`src/rtl/pwm_capture_if.sv`:
```
// Register bus for pwm_capture: word-addressed CTRL/STATUS/PERIOD/HIGH
// access with registered read data, plus the level interrupt.
interface pwm_capture_if;
  logic [1:0]  addr;
  logic [31:0] wrdata;
  logic        write;
  logic [31:0] rddata;
  logic        irq;

  modport master (
    output addr, wrdata, write,
    input  rddata, irq
  );

  modport slave (
    input  addr, wrdata, write,
    output rddata, irq
  );
endinterface

```
`src/rtl/pwm_capture.sv`:
```
// PWM capture: synchronises pwm_in, detects edges and measures the period
// (rise to rise) and high time (rise to fall) in clk cycles. Results are
// exposed through a small register file with a level interrupt.
module pwm_capture #(
  parameter int SYNC_STAGES = 2
) (
  input  logic         clk,
  input  logic         rst,
  input  logic         pwm_in,
  pwm_capture_if.slave bus
);

  typedef enum logic [1:0] {IDLE, ARM, MEAS} state_t;

  state_t                 state, state_nxt;
  logic [SYNC_STAGES-1:0] sync_p;
  logic                   prev_p;
  logic                   synced, rise, fall;

  logic        ctrl_en, ctrl_irq_en;
  logic        valid, ovf;
  logic [31:0] period_r, high_r;
  logic [31:0] cnt, hi_latch;

  logic wr_ctrl, wr_stat, en_nxt, cnt_max;
  logic cnt_clr, cnt_one, cnt_inc, hi_clr, hi_ld, capture, ovf_set;
  logic unused_wr;

  // A rise with no fall since the previous rise means 100% duty. hi_latch
  // is cleared on every rise and a fall latches a count of at least 1, so
  // zero marks "no fall seen".
  function automatic logic [31:0] high_value(input logic [31:0] hi,
                                             input logic [31:0] per);
    return (hi == '0) ? per : hi;
  endfunction

  assign synced    = sync_p[SYNC_STAGES-1];
  assign rise      = synced & ~prev_p;
  assign fall      = ~synced & prev_p;
  assign wr_ctrl   = bus.write && (bus.addr == 2'd0);
  assign wr_stat   = bus.write && (bus.addr == 2'd1);
  assign en_nxt    = wr_ctrl ? bus.wrdata[0] : ctrl_en;
  assign cnt_max   = (cnt == 32'hFFFF_FFFF);
  assign unused_wr = ^bus.wrdata[31:2];

  // Synchroniser chain followed by the edge-detect flop
  always_ff @(posedge clk or negedge rst) begin
    if (!rst) begin
      sync_p <= '0;
      prev_p <= 1'b0;
    end else begin
      sync_p <= {sync_p[SYNC_STAGES-2:0], pwm_in};
      prev_p <= synced;
    end
  end

  // FSM state register
  always_ff @(posedge clk or negedge rst) begin
    if (!rst) state <= IDLE;
    else      state <= state_nxt;
  end

  // FSM next state; clearing en returns to IDLE from anywhere
  always_comb begin
    state_nxt = state;
    case (state)
      IDLE:    if (en_nxt) state_nxt = ARM;
      ARM:     if (!en_nxt) state_nxt = IDLE;
               else if (rise) state_nxt = MEAS;
      MEAS:    if (!en_nxt) state_nxt = IDLE;
               else if (cnt_max) state_nxt = ARM;
      default: state_nxt = IDLE;
    endcase
  end

  // FSM outputs: counter/latch control and capture/overflow strobes
  always_comb begin
    cnt_clr = 1'b0;
    cnt_one = 1'b0;
    cnt_inc = 1'b0;
    hi_clr  = 1'b0;
    hi_ld   = 1'b0;
    capture = 1'b0;
    ovf_set = 1'b0;
    case (state)
      ARM: begin
        if (en_nxt && rise) cnt_one = 1'b1;
        else                cnt_clr = 1'b1;
        hi_clr = 1'b1;
      end
      MEAS: begin
        if (!en_nxt) begin
          cnt_clr = 1'b1;
          hi_clr  = 1'b1;
        end else if (cnt_max) begin
          ovf_set = 1'b1;
          cnt_clr = 1'b1;
          hi_clr  = 1'b1;
        end else if (rise) begin
          capture = 1'b1;
          cnt_one = 1'b1;
          hi_clr  = 1'b1;
        end else begin
          cnt_inc = 1'b1;
          hi_ld   = fall;
        end
      end
      default: begin
        cnt_clr = 1'b1;
        hi_clr  = 1'b1;
      end
    endcase
  end

  // Cycle counter and high-time latch
  always_ff @(posedge clk or negedge rst) begin
    if (!rst) begin
      cnt      <= '0;
      hi_latch <= '0;
    end else begin
      if (cnt_clr)      cnt <= '0;
      else if (cnt_one) cnt <= 32'd1;
      else if (cnt_inc) cnt <= cnt + 32'd1;
      if (hi_clr)       hi_latch <= '0;
      else if (hi_ld)   hi_latch <= cnt;
    end
  end

  // Captured PERIOD/HIGH; a newer capture simply overwrites
  always_ff @(posedge clk or negedge rst) begin
    if (!rst) begin
      period_r <= '0;
      high_r   <= '0;
    end else if (capture) begin
      period_r <= cnt;
      high_r   <= high_value(hi_latch, cnt);
    end
  end

  // CTRL and STATUS; a same-cycle set beats a write-1-to-clear
  always_ff @(posedge clk or negedge rst) begin
    if (!rst) begin
      ctrl_en     <= 1'b0;
      ctrl_irq_en <= 1'b0;
      valid       <= 1'b0;
      ovf         <= 1'b0;
    end else begin
      if (wr_ctrl) begin
        ctrl_en     <= bus.wrdata[0];
        ctrl_irq_en <= bus.wrdata[1];
      end
      valid <= capture | (valid & ~(wr_stat & bus.wrdata[0]));
      ovf   <= ovf_set | (ovf & ~(wr_stat & bus.wrdata[1]));
    end
  end

  // Registered read port; reflects register contents before any same-cycle write
  always_ff @(posedge clk or negedge rst) begin
    if (!rst) begin
      bus.rddata <= '0;
    end else begin
      case (bus.addr)
        2'd0:    bus.rddata <= {30'd0, ctrl_irq_en, ctrl_en};
        2'd1:    bus.rddata <= {30'd0, ovf, valid};
        2'd2:    bus.rddata <= period_r;
        default: bus.rddata <= high_r;
      endcase
    end
  end

  assign bus.irq = ctrl_irq_en & valid;

endmodule

```
`src/flat_wrapper.sv`:
```
// flat-port wrapper written by rule: the top's interface ports become plain ports
module pwm_capture_flat 
#(
  parameter int SYNC_STAGES = 2
)
  (clk, rst, pwm_in, bus_addr, bus_wrdata, bus_write, bus_rddata, bus_irq);
  pwm_capture_if bus_i ();
  input  logic clk;
  input  logic rst;
  input  logic pwm_in;
  input wire logic [$bits(bus_i.addr)-1:0] bus_addr;
  input wire logic [$bits(bus_i.wrdata)-1:0] bus_wrdata;
  input wire logic [$bits(bus_i.write)-1:0] bus_write;
  output wire logic [$bits(bus_i.rddata)-1:0] bus_rddata;
  output wire logic [$bits(bus_i.irq)-1:0] bus_irq;
  assign bus_i.addr = bus_addr;
  assign bus_i.wrdata = bus_wrdata;
  assign bus_i.write = bus_write;
  assign bus_rddata = bus_i.rddata;
  assign bus_irq = bus_i.irq;
  pwm_capture #(.SYNC_STAGES(SYNC_STAGES)) u_core (.clk(clk), .rst(rst), .pwm_in(pwm_in), .bus(bus_i));
endmodule
```
`config.mk`:
```
export PLATFORM = sky130hd
export DESIGN_NAME = pwm_capture_flat
export DESIGN_NICKNAME = d
export VERILOG_FILES = /design/src/rtl/pwm_capture_if.sv /design/src/rtl/pwm_capture.sv /design/src/flat_wrapper.sv
export SDC_FILE = /design/constraint.sdc
export NUM_CORES = 1
export LEC_CHECK = 0
export CORE_MARGIN = 3
export CORE_UTILIZATION = 52
export CTS_CLUSTER_DIAMETER = 150
export DETAILED_ROUTE_END_ITERATION = 12
export PLACE_DENSITY = 0.79
export SYNTH_ARGS = -nofsm -noshare
export SYNTH_HDL_FRONTEND = slang
export SYNTH_SLANG_ARGS = --single-unit
```
`constraint.sdc`:
```
create_clock -name clk -period 1.9 [get_ports clk]
set_input_delay 0.38 -clock clk [delete_from_list [all_inputs] [get_ports clk]]
set_output_delay 0.38 -clock clk [all_outputs]
set_load 0.02 [all_outputs]
```
==> results_dict.tcl <==
set metrics [dict create \
    period_share_pct 118 \
    max_freq_ghz 0.448 \
    cp_top_family "simple AND/OR/NAND/NOR gates" \
    dp_hpwl_um 11600 \
    gr-usage-all-layers_pct 24.9 \
    hp-class "flip-flop to flip-flop" \
    cts_buffers 17 \
    crit_buf_inv 4 \
    synth_compound_area_share_pct 9.99 \
    fin_ws_ps -333 \
    grt_start_max_net_pins 54 \
    tightest_slew_ps 637 \
    status "complete, but fails checks" \
    vias 6110 \
    antenna_found_initial 0 \
    slowest_delay_ps 390 \
    synth_area_mm2 0.00736 \
    wl_per_cell_um 23.6 \
    ys.warnings.count 0 \
    fin_setup_tns_ps -26130 \
    slew_viol_final 0 \
    antenna_cells 0 \
    clock-sinks 169 \
    finalHoldViolCount 0 \
    rows 42 \
    path_clk_slew_ps 60 \
    root_buffer "clkbuf_16" \
    cpMaxStageDelayCell "dfrtp_1" \
    drtPass1Iterations 5 \
    timing.final.crit_period_ps 2230 \
    synth.area.mux_share_pct 10.2 \
    utilization_pct 73.6 \
    grt_pass1_vias 5901 \
    crit_path_end_kind "flip-flop" \
    crit_chain "ha_2 -> nand4_1 -> nor4_4 -> buf_4 -> nand2_4 -> buf_6 -> buf_12 -> buf_6 -> nand4_1 -> xor2_1 -> nor2_1" \
    synth.distinct_cells 52 \
    syn_nets 675 \
    crit_cells 11 \
    ys_ff_latch 169 \
    die_w_um 125 \
    drc 0 \
    die_y_um 125 \
    avgSynthCellArea_um2 11.6 \
    rr_worst_depth 11 \
    cts_tree "done" \
    synth_xor_area_share_pct 2.86 \
    syn-instance-count 632 \
    coreArea_mm2 0.0136 \
    start_util_pct 54.3 \
    port_buffers 40 \
    fillers 726 \
    drt_iter0_drc 736 \
    synth_edf_count 0 \
    nets 811 \
    synthAdderAreaFrac_pct 0.850 \
    critPathRequiredTime_ps 2210 \
    antenna_left 0 \
    die_area_mm2 0.0156 \
    clk_latency_ps 430 \
    clk_path_buf_depth 2 \
    ys_async_sr_fraction_pct 100 \
    holdPathStages 0 \
    cap_violations 0 \
    overflow 0 \
    hold_ws_ps 351 \
    path_class "flip-flop to flip-flop" \
    rsz0062_at_grt "yes" \
    ys_seq_area_share_pct 57.4 \
    drive_gt1_share_pct 33.2 \
    synth-simple-area-share_pct 15.7 \
    area_growth_pct 35.5 \
    p_per_area_mw_per_mm2 1030 \
    gp_congestion 0.924 \
    io_pins 71 \
    grt_pass1_wl_um 31100 \
    ir_worst_vdd_v 0.000611 \
    max_slew_margin_pct 57.5 \
    violations "negative setup slack" \
    h-tree-depth 4 \
    path_max_fanout 3 \
    via_per_inst 6.38 \
    synthFlopType "dfrtp_1" \
    skew_ps 6.95 \
    wl_um 22600 \
    worstSetupStartpointType "flip-flop" \
    cp.arrival_ps 2540 \
    leakagePower_nw 4.62 \
    setup_viol 131 \
    synth_top_family_by_area "simple AND/OR/NAND/NOR gates" \
]
worst reg2reg max path: cells and delay by family (launching register included):
kind / cells / cell delay [ps]
xor+xnor: 1 / 270
fa+ha+maj: 1 / 220
buf+inv: 4 / 560
simple gates: 5 / 690
flops: 1 / 390
cell usage after synthesis (all sizes together), types with 2 or more instances:
master | number | area (um2)
clkbuf | 20 | 76.3
nand4 | 22 | 150
a21oi | 72 | 360
nor2 | 68 | 263
nor2b | 34 | 213
buf | 24 | 119
a21o | 2 | 15.0
mux2 | 33 | 372
ha | 5 | 62.6
nor3b | 2 | 37.5
nand4b | 3 | 41.3
and4 | 3 | 26.3
nand2 | 15 | 58.8
inv | 7 | 26.3
dfrtp | 169 | 4230
and3 | 4 | 25.0
mux2i | 33 | 334
xor2 | 17 | 149
and2 | 3 | 18.8
o21ai | 4 | 20.0
nand3 | 13 | 65.1
xnor2 | 7 | 61.3
or3 | 4 | 25.0
a22o | 32 | 280
nor3 | 8 | 56.3
nor4 | 15 | 136
mux4 | 2 | 45.0
cell type report:
cell class	count	area, um2	share of cell area (%)
Clock inverter	7	42.5	0.427
Clock buffer	25	495	4.97
Tap cell	176	220	2.21
Inverter	7	26.3	0.263
Timing Repair Buffer	161	1610	16.1
Multi-Input combinational cell	412	3350	33.6
Sequential cell	169	4230	42.4
flip-flops by register name, summed over array words and instances, names as in the netlist, 2 cells and up:
register           flops
u_core.bus.rddata     32
u_core.state           2
u_core.period_r       32
u_core.hi_latch       32
u_core.sync_p          2
u_core.cnt            32
u_core.high_r         32
where the power goes:
part	internal, mW	switching [mW]
combinational	1.32	1.40
clock	1.80	1.39
sequential	4.06	0.347
total	7.18	3.14
cell usage in the layout, fill, tap and decap left out, types with 5 or more instances in the layout:
cell type,instances
a21oi_1,59
nor2_1,43
clkdlybuf4s50_1,35
xor2_1,17
mux2_1,6
xnor2_1,7
clkbuf_16,18
nor2b_1,32
mux2_2,15
mux2_4,12
nor2_4,13
buf_6,22
mux2i_1,32
nand4_1,20
inv_1,5
a21oi_2,11
nor2_2,12
buf_12,14
dfrtp_1,169
nor4_1,8
buf_4,80
nand2_1,13
nand3_1,7
a22o_1,32
nor4_4,5
metrics by stage:
stage / area [um2] / power, mW / std cells / setup slack (ps)
detailed placement: 8670 / 6.51 / 897 / -700
floorplan: 7430 / 5.43 / 632 / -122
global placement: 8670 / 6.36 / 897 / -582
CTS: 9580 / 9.85 / 942 / -187
finish: 9970 / 10.3 / 957 / -333
global route: 9970 / 10.7 / 957 / -357
repair_timing:
action	CTS	global route
resized for setup	70	57
hold buffers	1	0
cloned	0	2
pin swaps	36	17
endpoints found under the setup margin	125	131
endpoints found under the hold margin	48	0
buffers inserted	13	13
worst paths after layout:
kind,startpoint,end,slack [ps]
hold reg to reg,u_core.sync_p[0],u_core.sync_p[1],350
min in group asynchronous,rst,u_core.period_r[2],480
max in group asynchronous,rst,u_core.cnt[21],840
setup reg to reg,u_core.cnt[0],u_core.cnt[15],-330
setup / recovery,u_core.cnt[0],u_core.cnt[15],-330
hold / removal,u_core.sync_p[0],u_core.sync_p[1],350
logic make-up (layout without fill, tap and decap cells):
logic type | Yosys count | in the layout
AO/OA/AOI/OAI | 117 | 117
XOR/XNOR | 24 | 24
adder cells (fa/ha/maj) | 5 | 5
buffers and inverters | 51 | 200
flip-flops | 169 | 169
multiplexers | 68 | 68
AND/OR/NAND/NOR | 198 | 198
layer usage:
metal | routed length (um) | global-route usage, % | vias to the layer above | part of all wire [%]
li1 | - | - | 2514 | -
met1 | 8530 | 32.5 | 3083 | 38
met2 | 11100 | 40.6 | 399 | 49
met3 | 1800 | 4.69 | 114 | 7.9
met4 | 1220 | 11.4 | 0 | 5.4
met5 | 0 | 0 | - | 0
Note: power is estimated with default switching activity, not from simulation.
